<file path="src/rtl/rr_dec_sel.sv">
// rr_dec_sel: round-robin arbiter that drives the select and enable inputs of a
// 2-to-4 decoder. It holds each grant until done, withdrawal or hold timeout,
// then inserts one enable-low gap cycle before arbitrating again.
module rr_dec_sel #(
  parameter int TIMEOUT = 8,
  parameter int CNT_W   = 8
) (
  input  logic       clk,
  input  logic       reset,
  input  logic [3:0] req,
  input  logic       done,
  output logic [1:0] in,
  output logic       enable,
  output logic       timeout
);

  typedef enum logic [1:0] {
    IDLE  = 2'd0,
    GRANT = 2'd1,
    GAP   = 2'd2
  } state_e;

  localparam logic [CNT_W-1:0] TO_VAL = CNT_W'(TIMEOUT);

  state_e           state_q, state_d;
  logic [1:0]       in_q, in_d;
  logic [1:0]       last_q, last_d;
  logic             en_q, en_d;
  logic             to_q, to_d;
  logic [CNT_W-1:0] cnt_q, cnt_d;

  // First set request bit, searching cyclically from last+1 so the most
  // recently granted channel has the lowest priority.
  function automatic logic [1:0] rr_pick(input logic [3:0] r, input logic [1:0] last);
    logic [1:0] idx;
    logic [1:0] sel;
    logic       found;
    sel   = last;
    found = 1'b0;
    for (int k = 1; k <= 4; k++) begin
      idx = last + 2'(k);
      if (!found && r[idx]) begin
        sel   = idx;
        found = 1'b1;
      end
    end
    return sel;
  endfunction

  logic       rel_normal;  // done or withdraw: release without timeout
  logic       rel_force;   // hold limit reached with the requester still active
  logic [1:0] pick;

  assign rel_normal = done || !req[in_q];
  assign rel_force  = (cnt_q == TO_VAL) && !rel_normal;
  assign pick       = rr_pick(req, last_q);

  // Next-state and next-output decode; every output is registered.
  always_comb begin
    state_d = state_q;
    in_d    = in_q;
    last_d  = last_q;
    en_d    = en_q;
    to_d    = 1'b0;
    cnt_d   = cnt_q;
    unique case (state_q)
      IDLE: begin
        if (req != 4'b0000) begin
          state_d = GRANT;
          in_d    = pick;
          en_d    = 1'b1;
          cnt_d   = CNT_W'(1);
        end
      end
      GRANT: begin
        if (rel_normal || rel_force) begin
          // done/withdraw win over the timeout when they coincide
          state_d = GAP;
          last_d  = in_q;
          en_d    = 1'b0;
          cnt_d   = '0;
          to_d    = rel_force;
        end else if (cnt_q != TO_VAL) begin
          cnt_d = cnt_q + CNT_W'(1);
        end
      end
      GAP: begin
        // single all-zero decoder cycle; in keeps the old index
        state_d = IDLE;
        en_d    = 1'b0;
      end
      default: begin
        state_d = IDLE;
        en_d    = 1'b0;
      end
    endcase
  end

  // State and output registers; reset clears enable without waiting for clk.
  always_ff @(posedge clk or posedge reset) begin
    if (reset) begin
      state_q <= IDLE;
      in_q    <= 2'b00;
      last_q  <= 2'b11;
      en_q    <= 1'b0;
      to_q    <= 1'b0;
      cnt_q   <= '0;
    end else begin
      state_q <= state_d;
      in_q    <= in_d;
      last_q  <= last_d;
      en_q    <= en_d;
      to_q    <= to_d;
      cnt_q   <= cnt_d;
    end
  end

  assign in      = in_q;
  assign enable  = en_q;
  assign timeout = to_q;

endmodule

</file>
<file path="config.mk">
export PLATFORM = sky130hd
export DESIGN_NAME = rr_dec_sel
export DESIGN_NICKNAME = d
export VERILOG_FILES = /design/src/rtl/rr_dec_sel.sv
export SDC_FILE = /design/constraint.sdc
export NUM_CORES = 1
export LEC_CHECK = 0
export ABC_AREA = 1
export ABC_CLOCK_PERIOD_IN_PS = 3050
export CORE_ASPECT_RATIO = 0.7
export CORE_MARGIN = 4
export CORE_UTILIZATION = 35
export DETAILED_ROUTE_END_ITERATION = 8
export SLEW_MARGIN = 20
export SYNTH_ARGS = -nofsm -noshare
export SYNTH_HDL_FRONTEND = slang
export SYNTH_SLANG_ARGS = --single-unit
</file>
<file path="constraint.sdc">
create_clock -name clk -period 3.05 [get_ports clk]
set_input_delay 0.61 -clock clk [delete_from_list [all_inputs] [get_ports clk]]
set_output_delay 0.61 -clock clk [all_outputs]
set_load 0.02 [all_outputs]
</file>
==> impl_metrics.ini <==
[clock_tree]
clk_latency_ns = 0.25
cts_tree = yes
cts.repair.resized = 0
root_buffer = clkbuf_8
clk_pin_slew_worst_paths_ns = 0.05
ctsHoldBuffers = 0
cts_buffers = 3
cts_max_level = 1
cts_setup_buffers = 0
clock_sinks = 15
clk_path_buf_depth = 2

[critical_path]
r2r_end = in[1]
cp-end-kind = output pin
r2r_slack_ns = 1.56
path_max_fanout = 7
crit_family = buffers and inverters
critPathArrivalTime_ns = 1.35
start_kind = flip-flop
crit_chain = clkdlybuf4s50_1
crit_end = in[0]
cp_slowest_stage_delay_ns = 0.65
r2r_start = last_q[0]
ff2ff_path_depth = 11
required_ns = 2.44
crit_buf_inv = 1
cp.depth = 1
critPathSlowestCell = clkdlybuf4s50_1
critPathLaunch = in[0]
crit_type = reg -> out

[logic_synthesis]
synthesis.area_sq_mm = 0.00104
synth_nets = 148
syn_inst = 139
ys.warnings.count = 0
ys_ff_latch = 15
ys_seq_area_share_pct = 36.3
syn_avg_cell_area_sq_um = 7.48
synth_cell_type_count = 26

[floorplanning]
core_area_sq_mm = 0.00282
ioPinCount = 11
num_rows = 16
fp.dieH_um = 53.6
start_util_pct = 36.8
fp.dieW_um = 73.1
dieArea_sq_mm = 0.00392

[global_route]
gr-total-overflow = 0
grt_max_degree = 16
groute.usage.overall_pct = 11.8
antenna_found_initial = 0
grt_pass1_vias = 782
grt_pass1_wl_um = 3530

[sta]
finalHoldViolations = 0
min_period_ns = 1.96
rsz0062_at_grt = no
relSlewSlack_pct = 62.8
skew_ns = 0.00335
timing.final.crit_share_pct = 64.3
max_freq_mhz = 510
setup_viol = 0
slew_violations = 0
tns_ns = 0
tightest_slew_ns = 0.558

[status]
status = completed

[power_and_ir_drop]
p_total_w = 0.00110
p_int_w = 0.000576
p_switching_w = 0.000523
sw_frac_of_total_pct = 47.6
powerDensity_mw_per_mm2 = 902
comb_power_share_pct = 55.0
max-vdd-ir-drop_v = 0.000402
seqPwrFrac_pct = 30.7
clkPwrFrac_pct = 14.3
p_leak_nw = 0.584

[detailed_routing]
via_count = 847
drt_iter0_drc = 42
vias_per_cell = 4.51
ant_nets = 0
drt-total-wl_um = 1960
wl_per_cell_um = 10.4
firstDrtPassIters = 4
drcViolationCount = 0

[min_path]
whs_path_depth = 2
worstHoldPathType = reg -> reg

[cells_and_area]
filler_cell_count = 285
drive_gt1_share_pct = 21.7
antennaDiodeCount = 0
area_growth_pct = 17.2
finalNetCount = 162
final_common_cell = nand2_1
layout_common_cells = nand2_1, dfrtp_1, inv_1, nand2_2, nor2_1

[placement]
hpwl_um = 1600
gp_congestion = 0.772
io_buffer_count = 10

[job]
maxCapViolCount = 0
synth_stat cells:
cell      number  area share, %
a21oi_1        3            1.4
nand3_1        8            3.9
nor2_4         1            1.1
nor3_1         1           0.48
buf_6          1            1.1
xor2_1         6            5.1
inv_4          1           0.60
nand2_1       39             14
nand2_4        2            2.2
and3_1         1           0.60
inv_1         12            4.3
ha_1           2            2.4
inv_8          1            1.1
nor2_8         1            1.9
a22oi_1        1           0.72
o21ai_0        3            1.4
dfstp_2        2            5.1
nor3_2         1           0.96
o211ai_1       2            1.4
nand4_1        3            1.8
dfrtp_1       13             31
inv_2          7            2.5
nand3_2        2            1.9
o21ai_1        3            1.4
nand2_2       12            7.2
nor2_1        11            4.0
power by group through the flow:
stage / Combinational [W] / Clock [W] / Sequential (W)
floorplan: 0.000478 / 0 / 0.000334
CTS: 0.000610 / 0.000163 / 0.000338
global placement: 0.000605 / 0 / 0.000340
global route: 0.000680 / 0.000170 / 0.000347
finish: 0.000604 / 0.000157 / 0.000337
detailed placement: 0.000605 / 0 / 0.000341
worst min path at each step:
stage,startpoint,to,slack [ns]
global route,last_q[1],last_q[1],0.54
detailed placement,last_q[1],last_q[1],0.52
floorplan,last_q[1],last_q[1],0.48
finish,last_q[1],last_q[1],0.52
CTS,last_q[1],last_q[1],0.53
global placement,last_q[1],last_q[1],0.50
sequential cells by signal, indices dropped and copies added (netlist names):
| signal | cells |
|---|---|
| in | 2 |
| enable | 1 |
| state_q | 1 |
| last_q | 2 |
| cnt_q | 8 |
| timeout | 1 |
stage by stage:
stage	cells	utilization, %	hold slack (ns)	setup WS (ns)	area, sq um
5_1_grt	188	43.2	0.545	1.04	1220
3_3_place_gp	184	41.6	0.504	1.01	1170
6_report	188	43.2	0.519	1.09	1220
4_1_cts	188	43.2	0.526	1.08	1220
2_1_floorplan	139	-	0.480	1.69	1040
3_5_place_dp	184	41.6	0.519	0.996	1170
worst min-delay path, delay by kind of cell, from the launching register on:
kind | cells | cell delay (ns)
AO/OA/AOI/OAI | 1 | 0.06
AND/OR/NAND/NOR | 1 | 0.06
flip-flops | 1 | 0.39
layer usage:
metal	track usage [%]	up-vias	wire length, um
met5	0	-	0
met4	1.84	0	17
met3	3.92	3	66
met2	17.7	12	795
met1	16.7	373	1080
li1	-	459	-
logic make-up (layout without fill, tap and decap cells):
family	after synthesis	in the layout	share of synthesized area, %
adder cells (fa/ha/maj)	2	2	2.41
flip-flops	15	15	36.3
XOR/XNOR	6	6	5.05
buffers and inverters	22	35	9.63
AND/OR/NAND/NOR	82	82	40.1
AO/OA/AOI/OAI	12	12	6.50
layout make-up:
| cell class | count | area (sq um) | share of cell area (%) |
|---|---|---|---|
| clock buffers | 4 | 45.0 | 3.70 |
| inverters | 21 | 88.8 | 7.29 |
| multi-input cells | 102 | 562 | 46.1 |
| flip-flops and latches | 15 | 378 | 31.0 |
| well taps | 36 | 45.0 | 3.70 |
| repair buffers | 10 | 100 | 8.21 |
No activity file was read; power rests on OpenSTA's default activity.
